===== src/rtl/fm_pkg.sv =====
// Shared constants and helpers for the frequency-meter display driver.
package fm_pkg;

    // Active-low segment patterns, bit order g f e d c b a
    localparam logic [6:0] SEG_0     = 7'h40;
    localparam logic [6:0] SEG_1     = 7'h79;
    localparam logic [6:0] SEG_2     = 7'h24;
    localparam logic [6:0] SEG_3     = 7'h30;
    localparam logic [6:0] SEG_4     = 7'h19;
    localparam logic [6:0] SEG_5     = 7'h12;
    localparam logic [6:0] SEG_6     = 7'h02;
    localparam logic [6:0] SEG_7     = 7'h78;
    localparam logic [6:0] SEG_8     = 7'h00;
    localparam logic [6:0] SEG_9     = 7'h10;
    localparam logic [6:0] SEG_E     = 7'h06;
    localparam logic [6:0] SEG_F     = 7'h0E;
    localparam logic [6:0] SEG_L     = 7'h47;
    localparam logic [6:0] SEG_O     = 7'h40;
    localparam logic [6:0] SEG_DASH  = 7'h3F;
    localparam logic [6:0] SEG_BLANK = 7'h7F;

    // Scan position: units, tens, hundreds
    typedef enum logic [1:0] {
        DIG_U = 2'd0,
        DIG_D = 2'd1,
        DIG_H = 2'd2
    } dig_idx_t;

    // Scan order U -> D -> H -> U
    function automatic dig_idx_t next_idx(input dig_idx_t idx);
        case (idx)
            DIG_U:   return DIG_D;
            DIG_D:   return DIG_H;
            default: return DIG_U;
        endcase
    endfunction

    // Active-low one-hot digit enable for a scan position
    function automatic logic [2:0] dig_enable(input dig_idx_t idx);
        case (idx)
            DIG_U:   return 3'b110;
            DIG_D:   return 3'b101;
            DIG_H:   return 3'b011;
            default: return 3'b111;
        endcase
    endfunction

    // Decimal glyph lookup; non-decimal nibbles map to 'E'
    function automatic logic [6:0] decimal_glyph(input logic [3:0] v);
        case (v)
            4'd0:    return SEG_0;
            4'd1:    return SEG_1;
            4'd2:    return SEG_2;
            4'd3:    return SEG_3;
            4'd4:    return SEG_4;
            4'd5:    return SEG_5;
            4'd6:    return SEG_6;
            4'd7:    return SEG_7;
            4'd8:    return SEG_8;
            4'd9:    return SEG_9;
            default: return SEG_E;
        endcase
    endfunction

endpackage


===== src/rtl/fm_display_seg7_enc.sv =====
// Combinational pattern selector for one digit slot of the display.
module seg7_enc
    import fm_pkg::*;
(
    input  logic [3:0] bcd,
    input  logic       blank,
    input  logic       ovf,
    input  logic       valid,
    input  dig_idx_t   idx,
    output logic [6:0] seg
);

    // Priority: no result, overflow text, bad nibble, leading-zero blank, glyph
    always_comb begin
        // NOTE: assign every output a default before any branch so no latch is inferred.
        seg = SEG_DASH;
        if (!valid) begin
            seg = SEG_DASH;
        end else if (ovf) begin
            case (idx)
                DIG_H:   seg = SEG_O;
                DIG_D:   seg = SEG_F;
                DIG_U:   seg = SEG_L;
                default: seg = SEG_DASH;
            endcase
        end else if (bcd > 4'd9) begin
            seg = SEG_E;
        end else if (blank) begin
            seg = SEG_BLANK;
        end else begin
            seg = decimal_glyph(bcd);
        end
    end

endmodule


===== src/rtl/fm_display.sv =====
// Multiplexed 3-digit 7-segment driver: captures meter results on the
// falling edge of DONE, scans digits, and times out stale readings.
module fm_display
    import fm_pkg::*;
#(
    parameter int SCAN_DIV     = 10,
    parameter int STALE_FRAMES = 255
) (
    input  logic       CLK,
    input  logic       nCLR,
    input  logic       DONE,
    input  logic [3:0] QH,
    input  logic [3:0] QD,
    input  logic [3:0] QU,
    input  logic       Q_OVF,
    input  logic       RANGE,
    output logic [6:0] SEG,
    output logic [2:0] DIG,
    output logic       X10,
    output logic       STALE
);

    localparam int PW = (SCAN_DIV > 1) ? $clog2(SCAN_DIV) : 1;
    localparam int FW = $clog2(STALE_FRAMES + 1);
    localparam logic [PW-1:0] PRE_MAX   = PW'(SCAN_DIV - 1);
    localparam logic [FW-1:0] STALE_LIM = FW'(STALE_FRAMES);

    logic          done_q;
    logic          capture;
    logic [3:0]    h_q, d_q, u_q;
    logic          ovf_q, range_q;
    logic          valid;
    logic [PW-1:0] pre_cnt;
    logic          tick;
    dig_idx_t      idx, idx_nxt;
    logic          frame_end;
    logic [FW-1:0] frame_cnt;
    logic [3:0]    sel_bcd;
    logic          sel_blank;
    logic [6:0]    seg_nxt;

    assign capture   = done_q & ~DONE;
    assign tick      = (pre_cnt == PRE_MAX);
    assign idx_nxt   = next_idx(idx);
    assign frame_end = tick && (idx == DIG_H);
    assign X10       = range_q & valid;

    // Delay DONE one cycle to find its falling edge
    always_ff @(posedge CLK or negedge nCLR) begin
        // NOTE: sequential state uses non-blocking assignments so every register sees pre-edge values.
        if (!nCLR) done_q <= 1'b0;
        else       done_q <= DONE;
    end

    // Latch the meter result on a DONE falling edge
    always_ff @(posedge CLK or negedge nCLR) begin
        if (!nCLR) begin
            h_q     <= '0;
            d_q     <= '0;
            u_q     <= '0;
            ovf_q   <= 1'b0;
            range_q <= 1'b0;
        end else if (capture) begin
            h_q     <= QH;
            d_q     <= QD;
            u_q     <= QU;
            ovf_q   <= Q_OVF;
            range_q <= RANGE;
        end
    end

    // Scan prescaler, one tick per digit slot
    always_ff @(posedge CLK or negedge nCLR) begin
        if (!nCLR)     pre_cnt <= '0;
        else if (tick) pre_cnt <= '0;
        else           pre_cnt <= pre_cnt + PW'(1);
    end

    // Digit index advances on each tick
    always_ff @(posedge CLK or negedge nCLR) begin
        if (!nCLR)     idx <= DIG_U;
        else if (tick) idx <= idx_nxt;
    end

    // Validity and stale timeout; a fresh capture always wins over the timeout
    always_ff @(posedge CLK or negedge nCLR) begin
        if (!nCLR) begin
            valid     <= 1'b0;
            STALE     <= 1'b0;
            frame_cnt <= '0;
        end else if (capture) begin
            valid     <= 1'b1;
            STALE     <= 1'b0;
            frame_cnt <= '0;
        end else if (frame_end && valid) begin
            if (frame_cnt != STALE_LIM) frame_cnt <= frame_cnt + FW'(1);
            if (frame_cnt == STALE_LIM - FW'(1)) begin
                valid <= 1'b0;
                STALE <= 1'b1;
            end
        end
    end

    // Select the nibble and blanking for the slot being loaded next
    always_comb begin
        sel_bcd   = u_q;
        sel_blank = 1'b0;
        case (idx_nxt)
            DIG_H: begin
                sel_bcd   = h_q;
                sel_blank = (h_q == 4'd0);
            end
            DIG_D: begin
                sel_bcd   = d_q;
                sel_blank = (h_q == 4'd0) && (d_q == 4'd0);
            end
            default: begin
                sel_bcd   = u_q;
                sel_blank = 1'b0;
            end
        endcase
    end

    seg7_enc u_enc (
        .bcd   (sel_bcd),
        .blank (sel_blank),
        .ovf   (ovf_q),
        .valid (valid),
        .idx   (idx_nxt),
        .seg   (seg_nxt)
    );

    // Output registers reload only on a tick and hold in between
    always_ff @(posedge CLK or negedge nCLR) begin
        if (!nCLR) begin
            SEG <= SEG_BLANK;
            DIG <= 3'b111;
        end else if (tick) begin
            SEG <= seg_nxt;
            DIG <= dig_enable(idx_nxt);
        end
    end

endmodule

===== config.mk =====
export PLATFORM = sky130hd
export DESIGN_NAME = fm_display
export DESIGN_NICKNAME = d
export VERILOG_FILES = /design/src/rtl/fm_pkg.sv /design/src/rtl/fm_display_seg7_enc.sv /design/src/rtl/fm_display.sv
export SDC_FILE = /design/constraint.sdc
export NUM_CORES = 1
export LEC_CHECK = 0
export BUFFER_PORTS_ARGS = -buffer_cell sky130_fd_sc_hd__buf_2
export CORE_AREA = 2 2 64 66
export CTS_CLUSTER_SIZE = 16
export DETAILED_ROUTE_END_ITERATION = 8
export DIE_AREA = 0 0 66 68
export GPL_TIMING_DRIVEN = 0
export PLACE_DENSITY = 0.77
export SLEW_MARGIN = 5
export SYNTH_ARGS = -nofsm -noshare
export SYNTH_HDL_FRONTEND = slang
export SYNTH_SLANG_ARGS = --single-unit

===== constraint.sdc =====
create_clock -name CLK -period 5.2 [get_ports CLK]
set_input_delay 1.04 -clock CLK [delete_from_list [all_inputs] [get_ports CLK]]
set_output_delay 1.04 -clock CLK [all_outputs]
set_load 0.05 [all_outputs]

Yosys cells after proc, flatten, opt, wreduce, memory -nomap -nowiden
Memory sizes are Yosys's and may differ from the RTL's.
Cells that the tools add are included.
{"block": "classes", "addsub": 2, "mul": 0, "div": 0, "n_lt_le_gt_ge": 1, "n_eq_ne": 7, "shift": 0, "n_mux": 19, "n_bitwise": 3, "n_reduce_logical": 12}
{"op": "$mux W7", "n": 4}
{"op": "$mux W8", "n": 3}
{"op": "$pmux W7 S3", "n": 1}
{"op": "$pmux W3 S3", "n": 1}
{"op": "$add A8 B1 Y8 const B", "n": 1}
{"op": "$eq A8 B8 Y1 const B", "n": 1}
{"op": "$logic_not A4 Y1", "n": 2}
{"op": "$ne A8 B8 Y1 const B", "n": 1}
{"op": "$pmux W4 S2", "n": 1}
{"op": "$mux W1", "n": 6}
{"op": "$reduce_bool A2 Y1", "n": 3}
{"op": "$add A4 B1 Y4 const B", "n": 1}
{"op": "$eq A2 B1 Y1 const B", "n": 2}
{"op": "$eq A2 B2 Y1 const B", "n": 2}
{"op": "$eq A4 B4 Y1 const B", "n": 1}
{"op": "$gt A4 B4 Y1 const B", "n": 1}
{"op": "$logic_not A2 Y1", "n": 2}
{"op": "$mux W4", "n": 1}
{"op": "$pmux W2 S2", "n": 1}
{"op": "$reduce_and A2 Y1", "n": 2}
{"op": "$logic_and A1 B1 Y1", "n": 3}
{"op": "$and A1 B1 Y1", "n": 2}
{"op": "$pmux W1 S2", "n": 1}
{"op": "$not A1 Y1", "n": 1}
{"block": "word_totals", "register_bits": 41, "latchBits": 0, "mem_bits_rw": 0, "rom_bits": 112, "in_bits": 17, "output_inout_bits": 12, "word_cells": 58, "mem_count": 1}
{"memory": "(no name shown)", "words": 16, "width": 7, "rd": 1, "rd_clocked_by_memory_dff": 0, "write_ports": 0, "line_no": "fm_pkg.sv:50", "source": "case (v)"}

Depth between registers and ports, before layout
An unclocked memory read counts as a cell.
{"block": "logic_depth", "depth_word": 9, "depth_mapped": 9, "mapped_depth_nobuf": 8}

Modules after synthesis
Synthesis repeated with hierarchy kept, for this count alone.
{"block": "unflattened", "hier_cells": 256, "hier_area_um2": 2237.1}
{"module": "fm_display", "instances": 1, "cells_per_inst": 202, "area_each_um2": 1873.0, "seq_area_each_um2": 1038.5}
{"module": "seg7_enc", "instances": 1, "cells_per_inst": 54, "area_each_um2": 364.1, "seq_area_each_um2": 0.0}

Least setup slack after synthesis
Ideal clock, no wire load.
{"block": "synth_timing", "path_kind": "input port to flip-flop", "from": "input port DONE", "to": "register d_q[0]", "arrival_time_ns": 2.060, "required_ns": 5.075, "path_slack_ns": 3.015, "path_stages": 4, "n_path_buf": 2, "cell_sequence": "nor2b_1 -> clkbuf_1 -> clkbuf_1 -> mux2_2"}
{"block": "synth_via", "elab_chain_len": 2}
{"item": "start, declared", "line_no": "fm_display.sv:11", "source": "input logic DONE,"}
{"item": "$not A1 Y1", "line_no": "fm_display.sv:42", "source": "assign capture = done_q & ~DONE;"}
{"item": "$and A1 B1 Y1", "line_no": "fm_display.sv:42"}
{"item": "end signal, assigned", "line_no": "fm_display.sv:59", "source": "d_q <= '0;"}
{"item": "end signal, assigned", "line_no": "fm_display.sv:65", "source": "d_q <= QD;"}
{"item": "end, declared", "line_no": "fm_display.sv:30", "source": "logic [3:0] h_q, d_q, u_q;"}
No other way between the ends.
A chain may end at the register's enable or synchronous reset.

Worst setup path after layout
{"block": "layout_timing", "from": "register idx[0]", "to": "register SEG[4]"}
{"block": "layout_via", "elab_chain_len": 9, "word_cells_on_any_way": 15}
{"item": "start, declared", "line_no": "fm_display.sv:35", "source": "dig_idx_t idx, idx_nxt;"}
{"item": "start signal, assigned", "line_no": "fm_display.sv:82", "source": "else if (tick) idx <= idx_nxt;"}
{"item": "$eq A2 B1 Y1 or $logic_not A2 Y1 (tied branches)", "line_no": "fm_pkg.sv:31", "source": "case (idx)"}
{"item": "$pmux W2 S2 (*)", "line_no": "fm_pkg.sv:31"}
{"item": "$eq A2 B1 Y1 or $eq A2 B2 Y1 (tied branches)", "line_no": "fm_display_seg7_enc.sv:20, fm_display.sv:108"}
{"item": "$pmux W4 S2", "line_no": "fm_display.sv:108", "source": "case (idx_nxt)"}
{"item": "$mem_v2 Z16 W7"}
{"item": "$mux W7", "line_no": "fm_display_seg7_enc.sv:28", "source": "end else if (blank) begin"}
{"item": "$mux W7", "line_no": "fm_display_seg7_enc.sv:26", "source": "end else if (bcd > 4'd9) begin"}
{"item": "$mux W7 (*)", "line_no": "fm_display_seg7_enc.sv:19", "source": "end else if (ovf) begin"}
{"item": "$mux W7 (*)", "line_no": "fm_display_seg7_enc.sv:17", "source": "if (!valid) begin"}
{"item": "end signal, assigned", "line_no": "fm_display.sv:139", "source": "SEG <= seg_nxt;"}
{"item": "end, declared", "line_no": "fm_display.sv:17", "source": "output logic [6:0] SEG,"}
Every way passes the cells marked *; elsewhere a longest branch is shown, timed or not.

==> out/qor.yml <==
cts_tree: "done"
setup_viol: 0
fmax_ghz: 0.4228
grt-ovfl-total: 0
root_buffer: "clkbuf_8"
syn_area_per_cell_um2: 10.55
ys_ff_latch: 41
syn_nets: 235
min_period_ns: 2.365
nNetsFinal: 270
worst_pin_slew_ns: 0.8881
antenna_found_initial: 0
cpMaxStageDelayCell: "mux2_1"
drive_above_1_share: 0.2927
hold_viol: 0
required_ns: 5.41
maxCapViolations: 0
drt_wl_total_mm: 4.251
dieWidth_um: 66
grt_start_max_net_pins: 42
port_buffers: 28
cts.sink_count: 41
cp_cell_sequence: "buf_2, mux2_1, mux2i_1, ha_1, nor2_1, o311ai_1, o22ai_1, nor3_1"
cts_buffers: 5
core_area_um2: 3856
ys_seq_area_frac: 0.4687
clk_path_buf_depth: 2
drt_iter0_drc: 121
path_class: "flop to flop"
diodes: 0
p_sw_frac: 0.2946
cts_hold_buf: 0
start_kind: "flop"
multiInputGateArea_um2: 1087
p_sw_uw: 232.9
synth_top_area_frac: 0.3501
async_reset_ff_frac: 1.000
finalCritPeriodShare: 0.4548
hpwl_mm: 3.086
synth_top_flop_cell: "dfrtp_1"
drc: 0
yosysWarnings: 0
globalplace.congestion: 0.8318
syn-cell-area_um2: 2216
register_area_um2: 1039
power_per_cell_area_nw_per_um2: 312.5
grt_pass1_wl_mm: 7.217
max_slew_margin: 0.4079
cts_max_level: 2
die_y_um: 68
combinationalPowerShare: 0.207
pwr-share-clk: 0.325
vdd_drop_max_uv: 237.1
rr_worst_depth: 8
intPower_uw: 557.7
worstHoldPathType: "flop to flop"
yosysTopAreaCell: "dfrtp_1"
drtPass1Iterations: 4
slowest_delay_ns: 0.35
status: "finished clean"
start_util: 0.5746
num_vias: 1636
rsz0062_at_grt: "false"
clock_latency_ns: 0.30
detail_route.wl_per_cell_um: 14.36
routed_via_density: 5.527
synth-edff-count: 0
fin_skew_ns: 0.01274
critPathBufInv: 1
critPathTopFamily: "multiplexers"
ys_types: 47
leakage_uw: 0.001159
grt_pass1_vias: 1603
cts_resized: 0
syn_to_final_growth_pct: 14.17
ios: 29
postCtsSetupBuffers: 0
std_cell_rows: 23
slew_viol_final: 0
fin_util: 0.6561
dieArea_um2: 4488
crit_fanout: 10
synthCells: 210
tns_ns: 0
cp.depth: 8
p_seq_frac: 0.467
grt_usage: 0.2132
hold_depth: 2
arrival_ns: 2.58
nFillCells: 316
antenna_left: 0
yosys-top-cells-area: "dfrtp_1 (35%), dfstp_2 (12%), mux2_2 (7.6%)"
cp-end-kind: "flop"
clkTransAtPathRegs_ns: 0.09
==> tightest hold or removal path, stage by stage, from the launching register on <==
cell and delay [ns]:
dfstp_2 0.38, nand2_1 0.04, o21ai_0 0.07
==> worst paths after layout <==
check | from | end | slack, ns
worst max-delay path | idx[0] | SEG[4] | 2.84
worst min-delay path | DIG[0] | DIG[0] | 0.50
worst max register to register | idx[0] | SEG[4] | 2.84
worst min register to register | DIG[0] | DIG[0] | 0.50
max in group asynchronous | nCLR | u_q[2] | 3.78
min in group asynchronous | nCLR | d_q[0] | 0.86
==> power groups by stage <==
stage          Combinational (uW)  Sequential [uW]  Clock, uW
6_report                      164              370        257
5_1_grt                       181              374        273
4_1_cts                       165              370        263
3_5_place_dp                  164              377          0
3_3_place_gp                  162              374          0
2_1_floorplan                87.1              409          0
==> synthesized netlist by cell type, drive strengths merged (3+ instances only) <==
cell and number:
and2 3, o21a 4, a31oi 4, nor3 5
and3 3, a21oi 10, ha 8, nor4 3
xnor2 6, nand2 20, nand2b 3, mux2i 5
dfstp 10, nor2 19, clkbuf 6, o21ai 7
mux2 18, inv 11, buf 4, dfrtp 31
==> per-layer routing <==
metal / global-route usage / vias up / part of all wire
met1: 0.2729 / 782 / 0.46
met2: 0.3586 / 35 / 0.49
met3: 0.04770 / 9 / 0.034
met5: 0 / - / 0
met4: 0.07653 / 0 / 0.018
li1: - / 810 / -
==> flip-flops by register name (all words and copies together) (netlist names) <==
name       cells
DIG            3
SEG            7
STALE          1
d_q            4
done_q         1
frame_cnt      8
h_q            4
idx            2
ovf_q          1
pre_cnt        4
range_q        1
u_q            4
valid          1
==> cell usage in the layout (no fill, tap or decap), types with 2 or more instances in the layout <==
master    instances
o21ai_0           4
mux2_2           15
xnor2_1           6
nand2b_1          3
o22ai_1           2
and3_1            3
nor3_1            5
dfrtp_1          31
inv_1            10
nand2_1          20
o211a_1           2
mux2_1            2
ha_1              8
a21oi_1          10
buf_2            31
nor2b_1           2
o21a_1            4
nor2_1           19
a31oi_1           4
clkbuf_8          5
a211oi_1          2
nand4_1           2
clkbuf_1          7
o21ai_1           2
mux2i_1           5
nor4_2            2
nor4b_2           2
dfstp_2          10
or3_1             2
and2_1            3
xor2_1            2
o21bai_1          2
nand3_1           2
==> area by class of cell <==
cell class,count,area share
Clock inverter,2,0.01533
Clock buffer,6,0.02868
Buffer,10,0.01929
Timing Repair Buffer,28,0.05539
Inverter,11,0.01632
Sequential cell,41,0.4105
Tap cell,50,0.02473
Multi-Input combinational cell,148,0.4298
==> per-stage QoR <==
stage / hold slack [ns] / setup slack (ns) / area (um^2) / std cells / power (uW)
final: 0.4970 / 2.835 / 2530 / 296 / 790.6
after global routing: 0.5330 / 2.567 / 2530 / 296 / 827.4
after CTS: 0.5068 / 2.821 / 2530 / 296 / 798.1
after detailed placement: 0.4888 / 2.693 / 2419 / 288 / 540.7
after global placement: 0.4687 / 2.690 / 2419 / 288 / 536.5
after floorplan: 0.4728 / 3.015 / 2216 / 210 / 496.6
==> kinds of logic (layout without fill, tap and decap cells) <==
kind of cell,count (synthesis),count (layout),share of synthesized area
xor+xnor,8,8,0.03162
mux,23,23,0.1158
fa+ha+maj,8,8,0.04517
compound gates,39,39,0.1208
buf+inv,21,57,0.04065
simple gates,70,70,0.1773
flops,41,41,0.4687
(Power assumes the default switching activity.)
